==> src/rtl/link_sprite_draw.sv <==
// Link sprite drawing stage: walks the 16x16 sprite ROM and emits one VGA pixel write per cycle.
// Optional macro LINK_MIRROR_EN: facing left reuses the right-facing frame with mirrored columns.
module link_sprite_draw #(
  parameter int SPRITE_W = 16,
  parameter int SPRITE_H = 16,
  parameter int SCREEN_W = 160,
  parameter int SCREEN_H = 120,
  parameter int COLOUR_W = 9,
  parameter logic [COLOUR_W-1:0] TRANSPARENT = 9'h1FF
) (
  input  logic                clock,
  input  logic                reset,
  input  logic                draw_link,
  input  logic [7:0]          link_x,
  input  logic [6:0]          link_y,
  input  logic [1:0]          link_dir,
  output logic [9:0]          rom_addr,
  input  logic [COLOUR_W-1:0] rom_data,
  output logic [7:0]          vga_x,
  output logic [6:0]          vga_y,
  output logic [COLOUR_W-1:0] vga_colour,
  output logic                vga_plot,
  output logic                draw_link_done
);

  localparam logic [2:0] S_IDLE    = 3'd0;
  localparam logic [2:0] S_FETCH   = 3'd1;
  localparam logic [2:0] S_DRAIN   = 3'd2;
  localparam logic [2:0] S_DONE    = 3'd3;
  localparam logic [2:0] S_RELEASE = 3'd4;

  localparam logic [3:0] LAST_COL = 4'(SPRITE_W - 1);
  localparam logic [3:0] LAST_ROW = 4'(SPRITE_H - 1);
  localparam logic [8:0] X_LIM    = 9'(SCREEN_W);
  localparam logic [7:0] Y_LIM    = 8'(SCREEN_H);

  logic [2:0] state;
  logic [7:0] base_x;
  logic [6:0] base_y;
  logic [1:0] dir;
  logic [3:0] row;
  logic [3:0] col;
  logic       drain_cnt;
  logic       s1_valid;
  logic [8:0] s1_x;
  logic [7:0] s1_y;
  logic [1:0] frame;
  logic [3:0] addr_col;

  always_comb begin
    frame    = dir;
    addr_col = col;
`ifdef LINK_MIRROR_EN
    if (dir == 2'd2) begin
      frame    = 2'd3;
      addr_col = ~col;
    end
`endif
  end

  assign rom_addr       = {frame, row, addr_col};
  assign draw_link_done = (state == S_DONE);

  // Stage 1 lines up with the ROM read latency; the output registers form stage 2.
  // Sums are kept one bit wider than the ports so off-screen pixels never wrap into view.
  always_ff @(posedge clock or negedge reset) begin
    if (!reset) begin
      state      <= S_IDLE;
      base_x     <= '0;
      base_y     <= '0;
      dir        <= '0;
      row        <= '0;
      col        <= '0;
      drain_cnt  <= 1'b0;
      s1_valid   <= 1'b0;
      s1_x       <= '0;
      s1_y       <= '0;
      vga_x      <= '0;
      vga_y      <= '0;
      vga_colour <= '0;
      vga_plot   <= 1'b0;
    end else begin
      s1_valid   <= 1'b0;
      s1_x       <= {1'b0, base_x} + {5'b0, col};
      s1_y       <= {1'b0, base_y} + {4'b0, row};
      vga_x      <= s1_x[7:0];
      vga_y      <= s1_y[6:0];
      vga_colour <= rom_data;
      vga_plot   <= s1_valid && (rom_data != TRANSPARENT) && (s1_x < X_LIM) && (s1_y < Y_LIM);

      case (state)
        S_IDLE: begin
          if (draw_link) begin
            base_x <= link_x;
            base_y <= link_y;
            dir    <= link_dir;
            row    <= '0;
            col    <= '0;
            state  <= S_FETCH;
          end
        end
        S_FETCH: begin
          if (!draw_link) begin
            vga_plot <= 1'b0;
            state    <= S_IDLE;
          end else begin
            s1_valid <= 1'b1;
            col      <= col + 4'd1;
            if (col == LAST_COL) row <= row + 4'd1;
            if (row == LAST_ROW && col == LAST_COL) begin
              drain_cnt <= 1'b0;
              state     <= S_DRAIN;
            end
          end
        end
        S_DRAIN: begin
          if (!draw_link) begin
            vga_plot <= 1'b0;
            state    <= S_IDLE;
          end else if (drain_cnt) begin
            state <= S_DONE;
          end else begin
            drain_cnt <= 1'b1;
          end
        end
        S_DONE:    state <= S_RELEASE;
        S_RELEASE: if (!draw_link) state <= S_IDLE;
        default:   state <= S_IDLE;
      endcase
    end
  end

endmodule

==> config.mk <==
export PLATFORM = sky130hd
export DESIGN_NAME = link_sprite_draw
export DESIGN_NICKNAME = d
export VERILOG_FILES = /design/src/rtl/link_sprite_draw.sv
export SDC_FILE = /design/constraint.sdc
export NUM_CORES = 1
export LEC_CHECK = 0
export BUFFER_PORTS_ARGS = -buffer_cell sky130_fd_sc_hd__buf_2
export CORE_MARGIN = 10
export CORE_UTILIZATION = 57
export DETAILED_ROUTE_END_ITERATION = 16
export PLACE_DENSITY = 0.83
export SLEW_MARGIN = 20
export SYNTH_ARGS = -nofsm -noshare
export SYNTH_HDL_FRONTEND = slang
export SYNTH_SLANG_ARGS = --single-unit
==> constraint.sdc <==
create_clock -name clock -period 4.07 [get_ports clock]
set_input_delay 0.6105 -clock clock [delete_from_list [all_inputs] [get_ports clock]]
set_output_delay 0.6105 -clock clock [all_outputs]
set_load 0.02 [all_outputs]
==> results.cfg, run 1 <==
[finish]
nets = 336
fill_cells = 344
seqCellArea_sq_mm = 0.00180
diodes = 0
final_area_sq_mm = 0.00352
drive_gt1_share_pct = 27.7
multi_input_area_sq_mm = 0.00106
area_growth_pct = 20.7

[logic_synthesis]
yosysWarningCount = 0
synth_edf_count = 0
synthDominantCellAreaShare_pct = 61.8
avgSynthCellArea_sq_um = 12.8
synthXorXnorAreaFrac_pct = 3.00
synth_seq_cells = 72
synth_most_common_cell = dfrtp_1
synthAdderAreaFrac_pct = 5.66
synth_area_leaders = dfrtp_1 (62%), mux2_1 (6.6%), ha_1 (4.3%)
syn_area_sq_mm = 0.00292
synth_fp_nets = 268
async_reset_ff_share_pct = 100
synth-simple-area-share_pct = 13.4
synth_cells = 227
synth.distinct_cells = 44
synth_top_cell_by_area = dfrtp_1
yosys_most_used_dff = dfrtp_1
synth_top_family_by_area = simple AND/OR/NAND/NOR gates
yosys-top-cells-count = dfrtp_1 (72), nand3_1 (19), mux2_1 (17)
seq_area_frac_synth_pct = 61.8
synth_compound_area_share_pct = 7.68
synth_mux_area_share_pct = 6.56

[worst_setup_path]
crit_type = reg2out
r2r_cells = 3
cp-end-kind = output port
cp_max_fo = 18
critPathSlowestCell = dfrtp_1
start_kind = register
crit_arrival_ns = 1.79
slowest_delay_ns = 0.69
cp_cell_sequence = nor2b_1 -> and2_1 -> buf_2
worstPathRequired_ns = 3.46

[clocking]
cts_setup_buffers = 0
cts_root_buf = clkbuf_8
postCtsHoldBufs = 0
cts.repair.resized = 0
cts_sinks = 72
htree_levels = 3
clkLatencyLatePin_ns = 0.34
cts_buffers = 9
clockBufferDepth = 2
path_clk_slew_ns = 0.08
cts_tree = yes

[place]
placed_cell_area_sq_mm = 0.00329
gp_congestion = 0.843
dp_slack_ns = 1.99
dp_hpwl_microns = 4210
port_buffers = 64

[route]
ant_nets = 0
drc_errors = 0
drt_wl_total_microns = 5650
vias = 1980
vias_per_cell = 5.40
wire_per_inst_microns = 15.4
drt_first_pass_iters = 4
first_iter_violations = 79

[sta]
fin_skew_ns = 0.00593
relSlewSlack_pct = 43.6
rsz0062_at_grt = no
period_needed_ns = 2.41
hold_violations = 0
setup_ws_ns = 1.66
max_freq_mhz = 416
drv_slew = 0
worst_pin_slew_ns = 0.844
setup_tns_ns = 0
fin_crit_sh_pct = 59.1
setup_violations = 0

[power_and_ir_drop]
power.density_mw_per_mm2 = 579
leakage_nw = 1.68
p_total_mw = 2.04
peakVddDrop_mv = 0.287

[outcome]
status = complete, no violations

[floorplan]
row_count = 25
io_pins = 65
die_h_microns = 91.5
coreArea_sq_mm = 0.00485
start_util_pct = 60.2
dieArea_sq_mm = 0.00838
chipWidth_microns = 91.5

[grt]
grt_max_degree = 40
antenna_found_initial = 0
grt_pass1_vias = 2060
grt.total_usage_pct = 14.5
overflow = 0
grt_first_pass_wirelength_microns = 9660

[worst_hold_path]
hp-class = in2async

[job]
cap_viol_max_count = 0
[worst max-delay path, delay by kind of cell, from the launching register on]
family                 cells  cell delay [ns]
buffers and inverters      1             0.17
flip-flops                 1             0.69
AND/OR/NAND/NOR            2             0.60
[cell usage in the layout, fill, tap and decap left out, types with 3 or more instances in the layout]
cell type	count
o211ai_1	3
mux2_1	17
a21oi_1	9
and2_1	3
buf_2	64
nand4_1	5
xnor2_1	4
o21bai_1	3
nand2b_1	6
xor2_1	6
inv_1	5
clkbuf_8	10
nor2_1	4
nor3_1	5
o21ai_0	4
nand2_1	12
ha_1	10
nand3_1	19
dfrtp_1	72
[worst paths after layout]
| kind | start | endpoint | slack (ns) |
|---|---|---|---|
| worst max-delay path | state[0] | draw_link_done | 1.66 |
| worst min-delay path | reset | s1_x[1] | 0.35 |
| worst max register to register | state[2] | base_y[6] | 2.19 |
| worst min register to register | s1_x[0] | vga_x[0] | 0.35 |
| max in group asynchronous | reset | base_x[1] | 2.79 |
| min in group clock | s1_x[0] | vga_x[0] | 0.35 |
[power by group]
part / leakage [nW] / total (mW) / internal, mW / switching [mW]
combinational: 0.708 / 0.442 / 0.171 / 0.271
clock: 0.113 / 0.630 / 0.365 / 0.265
sequential: 0.859 / 0.965 / 0.876 / 0.0897
[state kept, by name, indices dropped and copies added (netlist names), 2 cells and up]
name / flops
s1_x: 9
row: 4
dir: 2
state: 3
vga_y: 7
vga_x: 8
addr_col: 4
vga_colour: 9
s1_y: 8
base_y: 7
base_x: 8
[per-layer routing]
metal / track usage [%] / part of all wire, %
met1: 16.0 / 43
met2: 24.2 / 48
met3: 5.93 / 8.0
met4: 6.27 / 1.5
met5: 0 / 0
[per-stage QoR]
step	cells	hold WS, ns	utilization [%]
6_report	367	0.350	72.6
5_1_grt	367	0.354	72.6
4_1_cts	367	0.353	72.6
3_5_place_dp	351	0.336	67.9
3_3_place_gp	351	0.333	67.9
2_1_floorplan	227	0.315	-
[cells by family (layout without fill, tap and decap cells)]
kind of cell	after synthesis	after routing
flip-flops	72	72
buffers and inverters	13	86
AO/OA/AOI/OAI	34	34
XOR/XNOR	10	10
multiplexers	17	17
AND/OR/NAND/NOR	69	69
adder cells (fa/ha/maj)	12	12
[final cells by class]
class	count	share of cell area [%]
Sequential cell	72	51.2
Inverter	5	0.533
Clock buffer	10	3.91
Multi-Input combinational cell	142	30.1
Clock inverter	6	2.56
Tap cell	67	2.38
Timing Repair Buffer	65	9.31
Note: power is estimated with default switching activity, not from simulation.
==> run 2: changes to the inputs <==
Settings changed: ABC_AREA set to 1, CORE_UTILIZATION 57 to 53, PLACE_DENSITY 0.83 to 0.78.
Clock period 4.07 ns to 2.4 ns, I/O delays scaled along.
==> run 2 against run 1 <==
Count of clock-buffer cells in the layout rose by 1. Cell count is 16% higher. Critical endpoint unchanged. Synthesized area up 0.56%. Largest cell class unchanged. Critical path type unchanged.
==> results.cfg, run 2 <==
[logic_synthesis]
yosys-top-cells-count = dfrtp_1 (72), nand2_1 (64), inv_1 (23)
synthDominantCellAreaShare_pct = 61.4
syn_area_sq_mm = 0.00293
synth_top_cell_by_area = dfrtp_1
synth.distinct_cells = 30
seq_area_frac_synth_pct = 61.4
synth_cells = 275
synth_most_common_cell = dfrtp_1
async_reset_ff_share_pct = 100
synth_fp_nets = 316
synth_edf_count = 0
yosysWarningCount = 0
yosys_most_used_dff = dfrtp_1
avgSynthCellArea_sq_um = 10.7
synth_area_leaders = dfrtp_1 (61%), nand2_1 (8.2%), ha_1 (4.3%)
synth_seq_cells = 72

[grt]
gr-usage-met2_pct = 21.3
grt_max_degree = 73
grtUsageMet3_pct = 5.00
grt_pass1_vias = 2124
antenna_found_initial = 0
globalRouteMet1Util_pct = 17.1
overflow = 0
grt.total_usage_pct = 13.9
grt_first_pass_wirelength_microns = 9780
grt-busiest-layer = met2

[clocking]
htree_levels = 3
cts.repair.resized = 0
cts_root_buf = clkbuf_8
cts_tree = yes
cts_buffers = 9
path_clk_slew_ns = 0.07
clkLatencyLatePin_ns = 0.33
clockBufferDepth = 2
postCtsHoldBufs = 0
cts_sinks = 72
cts_setup_buffers = 0

[floorplan]
io_pins = 65
chipWidth_microns = 94.4
dieArea_sq_mm = 0.00891
row_count = 27
coreArea_sq_mm = 0.00544
die_h_microns = 94.4
start_util_pct = 53.9

[sta]
fin_skew_ns = 0.00579
relSlewSlack_pct = 71.0
worst_hold_slack_ns = 0.0354
setup_ws_ns = 0.667
fin_crit_sh_pct = 72.2
max_freq_mhz = 577
hold_violations = 0
drv_slew = 0
rsz0062_at_grt = no
worst_pin_slew_ns = 0.434
period_needed_ns = 1.73
setup_tns_ns = 0
setup_violations = 0

[finish]
final_area_sq_mm = 0.00353
reg_top3 = s1_x (9), vga_colour (9)
multi_input_area_sq_um = 995
fill_cells = 444
final_common_cell = dfrtp_1
nets = 388
area_growth_pct = 20.2
diodes = 0
seqCellArea_sq_mm = 0.00180
layout_common_cells = dfrtp_1 (72), nand2_1 (64), buf_2 (64)
drive_gt1_share_pct = 27.8

[power_and_ir_drop]
combPwrFrac_pct = 31.9
seqPwrFrac_pct = 46.2
peakVddDrop_mv = 0.741
leakage_nw = 1.86
power.density_mw_per_mm2 = 1220
power_switching_mw = 1.62
p_total_mw = 4.30
p_int_mw = 2.68
p_clk_share_pct = 21.8
p_sw_share_pct = 37.6

[route]
wire_per_inst_microns = 13.6
vias_per_cell = 4.96
drt_first_pass_iters = 4
ant_nets = 0
drt_wl_total_microns = 5770
vias = 2105
drc_errors = 0
first_iter_violations = 86

[worst_setup_path]
crit_arrival_ns = 1.37
crit_type = reg2out
start_kind = register
cp-end-kind = output port
worstPathRequired_ns = 2.04
cp_max_fo = 6

[place]
dp_hpwl_microns = 4360
port_buffers = 64
gp_congestion = 0.851
placed_cell_area_sq_mm = 0.00333
dp_slack_ns = 0.804

[job]
cap_viol_max_count = 0

[worst_hold_path]
hp-class = in2async

[outcome]
status = complete, no violations
run 2: power by group through the flow:
stage / sequential, mW / combinational [mW] / clock, mW
after floorplan: 2.18 / 0.746 / 0
after global placement: 1.99 / 1.35 / 0
after detailed placement: 2.01 / 1.41 / 0
after CTS: 1.99 / 1.41 / 0.968
after global routing: 2.05 / 1.56 / 1.03
final: 1.99 / 1.37 / 0.940
run 2: worst max-delay path: stages (launching register included):
cell and delay [ns]:
dfrtp_1 0.42, inv_2 0.15, nand2_1 0.12, nor2_1 0.15
buf_2 0.19
run 2: layout make-up:
class	count	share of cell area, %
sequential	72	51.1
timing repair buffer	65	9.65
clock buffer	11	4.01
inverter	27	2.87
tap	72	2.56
multi-input combinational	172	28.2
clock inverter	5	1.60
run 2: cells by family (layout without fill, tap and decap cells):
logic type	Yosys count	after routing	share of synthesized area, %
buf+inv	31	108	4.65
compound gates	34	34	7.04
flops	72	72	61.4
fa+ha+maj	12	12	5.63
simple gates	118	118	18.9
xor+xnor	8	8	2.39
run 2: metal layers:
| layer | part of all wire [%] | vias up |
|---|---|---|
| met5 | 0 | - |
| met4 | 1.7 | 0 |
| met3 | 9.1 | 9 |
| met2 | 44 | 67 |
| met1 | 45 | 983 |
| li1 | - | 1046 |
run 2: path summary, 6_finish.rpt:
check                      slack (ns)  depth (start not counted)              to         from
min in group clock               0.14                          1   vga_colour[0]  rom_data[0]
max in group asynchronous        2.07                          2       base_x[6]        reset
max                              0.67                          4  draw_link_done     state[2]
min                              0.04                          2   vga_colour[7]        reset
max reg2reg                      0.79                          5         s1_y[6]       row[0]
min reg2reg                      0.35                          0        vga_y[2]      s1_y[2]
run 2: through the flow:
stage | utilization (%) | instances
final | 64.8 | 424
after global routing | 64.8 | 424
after CTS | 64.8 | 424
after detailed placement | 61.2 | 408
after global placement | 61.2 | 408
after floorplan | - | 275
